`config.mk`:
```
export PLATFORM = sky130hd
export DESIGN_NAME = uart_rx
export DESIGN_NICKNAME = d
export VERILOG_FILES = /design/src/rtl/uart_rx.sv
export SDC_FILE = /design/constraint.sdc
export NUM_CORES = 1
export LEC_CHECK = 0
export CAP_MARGIN = 30
export CELL_PAD_IN_SITES_DETAIL_PLACEMENT = 2
export CELL_PAD_IN_SITES_GLOBAL_PLACEMENT = 2
export CORE_ASPECT_RATIO = 1.25
export CORE_MARGIN = 2
export CORE_UTILIZATION = 31
export CTS_CLUSTER_DIAMETER = 200
export DETAILED_ROUTE_END_ITERATION = 10
export PLACE_DENSITY = 0.69
export SLEW_MARGIN = 10
export SYNTH_ARGS = -nofsm -noshare
export SYNTH_HDL_FRONTEND = slang
export SYNTH_SLANG_ARGS = --single-unit
```
`constraint.sdc`:
```
create_clock -name clk -period 1.6 [get_ports clk]
set_input_delay 0.32 -clock clk [delete_from_list [all_inputs] [get_ports clk]]
set_output_delay 0.32 -clock clk [all_outputs]
set_load 0.02 [all_outputs]
```
`src/rtl/uart_rx.sv`:
```
`default_nettype none
// ----------------------------------------------------------------------------
// uart_rx : 8N1 receiver, two-flop synchronized input, mid-bit sampling.
// Rev 1.0
// ----------------------------------------------------------------------------
module uart_rx #(
  parameter int unsigned CLK_FREQ = 12000000,
  parameter int unsigned BAUD     = 115200
) (
  input  logic       clk,
  input  logic       rst,
  input  logic       rx,
  output logic [7:0] data,
  output logic       valid,
  output logic       frame_err,
  output logic       busy
);

  localparam int unsigned CLKS_PER_BIT = CLK_FREQ / BAUD;
  localparam int unsigned HALF_BIT     = CLKS_PER_BIT / 2;
  localparam int unsigned CNT_W        = (CLKS_PER_BIT > 1) ? $clog2(CLKS_PER_BIT) : 1;
  localparam logic [CNT_W-1:0] HALF_LAST = CNT_W'(HALF_BIT - 1);
  localparam logic [CNT_W-1:0] BIT_LAST  = CNT_W'(CLKS_PER_BIT - 1);

  typedef enum logic [2:0] {
    IDLE      = 3'd0,
    START     = 3'd1,
    DATA      = 3'd2,
    STOP      = 3'd3,
    WAIT_HIGH = 3'd4
  } state_t;

  state_t           state_q, state_d;
  logic             sync1_q, rx_s_q;
  logic [CNT_W-1:0] cnt_q, cnt_d;
  logic [2:0]       bit_q, bit_d;
  logic [7:0]       shift_q, shift_d;
  logic [7:0]       data_q, data_d;
  logic             valid_q, valid_d;
  logic             ferr_q, ferr_d;

  always_ff @(posedge clk) begin
    if (rst) begin
      state_q <= IDLE;
      sync1_q <= 1'b1;
      rx_s_q  <= 1'b1;
      cnt_q   <= '0;
      bit_q   <= '0;
      shift_q <= '0;
      data_q  <= '0;
      valid_q <= 1'b0;
      ferr_q  <= 1'b0;
    end else begin
      state_q <= state_d;
      sync1_q <= rx;
      rx_s_q  <= sync1_q;
      cnt_q   <= cnt_d;
      bit_q   <= bit_d;
      shift_q <= shift_d;
      data_q  <= data_d;
      valid_q <= valid_d;
      ferr_q  <= ferr_d;
    end
  end

  // The counter restarts at every sample point so timing never drifts.
  always_comb begin
    state_d = state_q;
    cnt_d   = cnt_q + CNT_W'(1);
    bit_d   = bit_q;
    shift_d = shift_q;
    data_d  = data_q;
    valid_d = 1'b0;
    ferr_d  = 1'b0;
    case (state_q)
      IDLE: begin
        cnt_d = '0;
        bit_d = '0;
        if (!rx_s_q) state_d = START;
      end
      START: begin
        if (cnt_q == HALF_LAST) begin
          cnt_d   = '0;
          state_d = rx_s_q ? IDLE : DATA;
        end
      end
      DATA: begin
        if (cnt_q == BIT_LAST) begin
          cnt_d   = '0;
          shift_d = {rx_s_q, shift_q[7:1]};
          bit_d   = bit_q + 3'd1;
          if (bit_q == 3'd7) state_d = STOP;
        end
      end
      STOP: begin
        if (cnt_q == BIT_LAST) begin
          cnt_d = '0;
          if (rx_s_q) begin
            data_d  = shift_q;
            valid_d = 1'b1;
            state_d = IDLE;
          end else begin
            ferr_d  = 1'b1;
            state_d = WAIT_HIGH;
          end
        end
      end
      WAIT_HIGH: begin
        cnt_d = '0;
        if (rx_s_q) state_d = IDLE;
      end
      default: begin
        cnt_d   = '0;
        state_d = IDLE;
      end
    endcase
  end

  assign data      = data_q;
  assign valid     = valid_q;
  assign frame_err = ferr_q;
  assign busy      = (state_q != IDLE);

endmodule
`default_nettype wire

```
[Word-level counts from Yosys, hierarchy flattened]
Index checks and enable logic that the tools add are counted.
Operators by class
  magnitude comparators: 0
  multiplexer cells: 16
  equal/unequal tests: 13
  bitwise logic cells: 2
  div/mod/pow operators: 0
  multiply operators: 0
  add/subtract/negate cells: 2
  reductions and logical operators: 9
  shifts and indexed selects: 0
Operator list (number)
  3-bit two-way mux: 8
  3-bit one-hot mux with 5 select lines: 1
  7-bit two-way mux: 2
  7-bit one-hot mux with 2 select lines: 1
  2-bit inequality test (second input constant): 6
  7-bit by 1-bit adder with 7-bit output (second input constant): 1
  7-bit by 6-bit equality test with 1-bit output (second input constant): 1
  7-bit equality test (second input constant): 1
  3-bit by 2-bit equality test with 1-bit output (second input constant): 2
  3-bit equality test (second input constant): 2
  3-bit one-hot mux with 2 select lines: 1
  6-bit AND reduction: 1
  2-bit AND reduction: 2
  3-bit by 1-bit adder with 3-bit output (second input constant): 1
  3-bit by 1-bit equality test with 1-bit output (second input constant): 1
  3-bit logical NOT: 1
  3-bit AND reduction: 1
  3-bit nonzero test: 1
  3-bit OR reduction: 1
  1-bit two-way mux: 2
  2-bit two-way mux: 1
  1-bit inverter: 2
  2-bit nonzero test: 1
  2-bit OR reduction: 1
Storage, ports and cells
  logic and storage cells: 51
  latch bits: 0
  memories kept: 0
  output and inout bits: 11
  bits in registers: 33
  ROM bits: 0
  RAM bits: 0

[Depth between registers and ports, before layout]
  depth in word-level cells: 4
  gate-level depth with buffers: 6

[Worst setup path after synthesis]
No wires, ideal clock.
  path type: register -> register
  start: register cnt_q[2]
  end: register state_q[1]
  data arrival time: 1.636 ns
  buffers on the path: 0
  setup slack: -0.106 ns
  stages on the path, launching flop included: 5
  data required time: 1.530 ns
  path through: dfxtp_1 or3b_1 or3_1 or4b_1 a21oi_1
Between the ends
  cells in the longest elaborated chain, start to end: 3
  elaborated cells between the ends (all ways): 6
  those cells by class: eq/ne (5); reduce/logical (1)
RTL lines
  start, declared: line 35  | logic [CNT_W-1:0] cnt_q, cnt_d;
  start signal, assigned: line 57  | cnt_q <= cnt_d;
  7-bit equality test or 7-bit by 6-bit equality test with 1-bit output (tied branches): line 88, 96, 82
  2-bit inequality test (no source line)
  6-bit AND reduction (no source line) *
  end signal, assigned: line 54  | state_q <= state_d;
  end, declared: line 33  | state_t state_q, state_d;
Every way passes the cells marked *; elsewhere a longest branch is shown, timed or not.
A chain may end at the register's enable or synchronous reset.

[Final worst setup path]
  start: register cnt_q[6]
  end: register state_q[1]
The elaborated chain is that of the path after synthesis.

==> metrics <==
status=complete, but fails checks; failing checks=setup timing; FMAX=about 570 MHz; Num CTS Buffers=5; initial antenna violation count=0; drt pass-1 iters=2; CTS sink count=33; Ports=14; vias in the first global route=1,228; FP Rows=26; H-tree depth=2; Synth Warn #=0; power per cell area=~900 nW/um^2; largest net degree at the start of global routing=25; critical path endpoint=state_q[1]; Syn Inst Count=135; RSZ-0062 raised after global routing=yes; DP Wirelength=2.43 mm; Crit-path slowest cell=or4b_4; most frequent cells in the layout=dfxtp_1 (29), nor2_1 (19), buf_4 (17); syn avg cell area=9.80 sq um; Initial Util=roughly a third; Buffers on Ports=13; critical path class=reg -> reg; Leak Pwr=0.793 nW; r2r startpoint=cnt_q[6]; worst path cell trace=or3b_4 > or3_4 > or4b_4 > a21oi_2; Synth Cell Area=1320 sq um; Hold Violations, Final=0; worst-margin pin slew=between 0.4 and 0.5 ns; CP Capture Type=flop; Die Height=77.0 microns; post-cts hold buffer count=0; die area=between 4000 and 5000 sq um; DRC=0; Vias/cell=~4.8; share of cells above drive strength 1=approximately a third; Nets=roughly 180; GP Congestion=0.831; Post-Syn Nets=141; antenna diode instance count=0; register bit total from synthesis=33; Routed WL=~3.5 mm; DRT antenna net count=0; vias post-DR=between 1,000 and 1,500; CP Data Required Time=1.82 ns; Startpoint Class=flop; Max Slew Vio Count=0; number of DRC markers in iteration 0=16; final critical-path share of the clock period=109%; VDD IR-drop max=around 0.47 mV; Hold Slack=~0.42 ns; CTS tree=built; clk root buf=clkbuf_8; R2R setup slack=-0.14 ns; type of the worst min-delay path=reg -> reg; total gr overflow=0; Tot GR Track Use=around 16%; CP max stage delay=about 0.49 ns; FF-to-FF End=state_q[1]; min cycle time layout=about 1.7 ns; post-synthesis sequential area ratio=between 40 and 50%; Arr. time, crit path=1.96 ns; Worst R2R Path Depth=4; worst-path fanout max=2; clock skew=around 0.0043 ns; Setup crit start=cnt_q[6]; DR WL/cell=between 15 and 20 microns; number of setup violations in the final report=19; Finished Core Util=46.7%; max-cap violation count=0; Die X=62.4 microns; fillcell total=between 400 and 500; buffers from clock root to sink, at most=2; Skew-Pair Late Insertion Delay=between 0.2 and 0.3 ns; commonest non-fill, non-tap cell in the layout=dfxtp_1; Synth-to-Final Area Change=44.7%; first-pass GRT wire length=slightly above 6 mm; Final WS setup=-0.142 ns; Cell variety after synth=29; Reg clk slew, reported paths=0.07 ns; relative slew slack=72.7%; core footprint=4100 sq um
cell usage after synthesis:
master / count / area share [%]
a211oi_1: 2 / 1.1
a21oi_1: 4 / 1.5
and3b_2: 1 / 0.76
and4b_1: 1 / 0.76
buf_2: 2 / 0.76
clkbuf_1: 4 / 1.1
dfxtp_1: 33 / 50
ha_1: 3 / 2.8
mux2_2: 2 / 1.7
mux2i_1: 16 / 12
nand2_1: 10 / 2.8
nand3_1: 4 / 1.5
nand3b_1: 3 / 1.7
nand4_1: 1 / 0.47
nor2_1: 20 / 5.7
nor2b_1: 1 / 0.47
nor3_1: 8 / 3.0
nor3b_1: 2 / 1.1
nor4_2: 1 / 0.95
o21ai_0: 2 / 0.76
o22ai_1: 1 / 0.47
o31ai_1: 1 / 0.57
or2_2: 3 / 1.4
or3_1: 2 / 0.95
or3b_1: 1 / 0.66
or3b_2: 1 / 0.66
or4b_1: 1 / 0.76
xnor2_1: 3 / 2.0
xor2_1: 2 / 1.3
worst min path at each step:
stage | depth (start not counted) | to | startpoint | slack (ns)
after global routing | 1 | rx_s_q | sync1_q | 0.43
after global placement | 1 | rx_s_q | sync1_q | 0.40
after floorplan | 1 | rx_s_q | sync1_q | 0.39
after detailed placement | 1 | rx_s_q | sync1_q | 0.41
after CTS | 1 | rx_s_q | sync1_q | 0.43
final | 1 | rx_s_q | sync1_q | 0.42
per-layer routing:
metal  routed length [microns]  global-route usage (%)  part of all wire [%]  up-vias
li1                          -                       -                     -      544
met1                      1400                    18.9                    40      534
met2                      1940                    28.4                    56       12
met3                        54                    2.79                   1.6        5
met4                        60                    8.00                   1.7        0
met5                         0                       0                     0        -
per-stage QoR:
stage / instances / power [mW] / worst slack [ns] / instance area (sq um) / TNS, ns
after floorplan: 135 / 0.871 / -0.0729 / 1340 / -0.0729
after global placement: 216 / 0.897 / -0.108 / 1680 / -0.135
after detailed placement: 216 / 0.900 / -0.163 / 1680 / -0.312
after CTS: 229 / 1.74 / -0.160 / 1880 / -1.02
after global routing: 230 / 1.79 / -0.167 / 1910 / -2.64
final: 230 / 1.71 / -0.142 / 1910 / -0.725
power by group:
part | internal [mW] | total, mW | switching [mW]
registers | 0.826 | 0.830 | 0.00473
clock network | 0.506 | 0.831 | 0.325
logic | 0.0235 | 0.0517 | 0.0282
layout make-up:
| class | instances | area [sq um] | share of cell area (%) |
|---|---|---|---|
| Multi-Input combinational cell | 96 | 703 | 36.8 |
| Clock buffer | 6 | 82.6 | 4.32 |
| Timing Repair Buffer | 37 | 354 | 18.5 |
| Tap cell | 56 | 70.1 | 3.66 |
| Clock inverter | 2 | 37.5 | 1.96 |
| Sequential cell | 33 | 666 | 34.8 |
flip-flops by register name (all words and copies together), names as in the netlist:
signal,flops
data,8
cnt_q,7
sync1_q,1
state_q,3
rx_s_q,1
shift_q,8
bit_q,3
frame_err,1
valid,1
repair_timing:
action / 4_1_cts / 5_1_grt
buffers inserted: 5 / 2
pin swaps: 5 / 9
resized for setup: 13 / 10
endpoints found under the setup margin: 6 / 32
kinds of logic (layout without fill, tap and decap cells):
family          after synthesis  in the layout  synth area share, %
buf+inv                       6             45                 1.89
compound gates               10             10                 4.45
mux                          18             18                 13.8
fa+ha+maj                     3              3                 2.84
simple gates                 60             60                 23.7
flops                        33             33                 50.0
xor+xnor                      5              5                 3.31
critical path, delay by kind of cell (launching register included):
kind / cells / cell delay, ns
AOI/OAI and AO/OA: 1 / 0.13
DFF: 1 / 0.32
and+or+nand+nor: 3 / 1.22
Note: power is estimated with default switching activity, not from simulation.
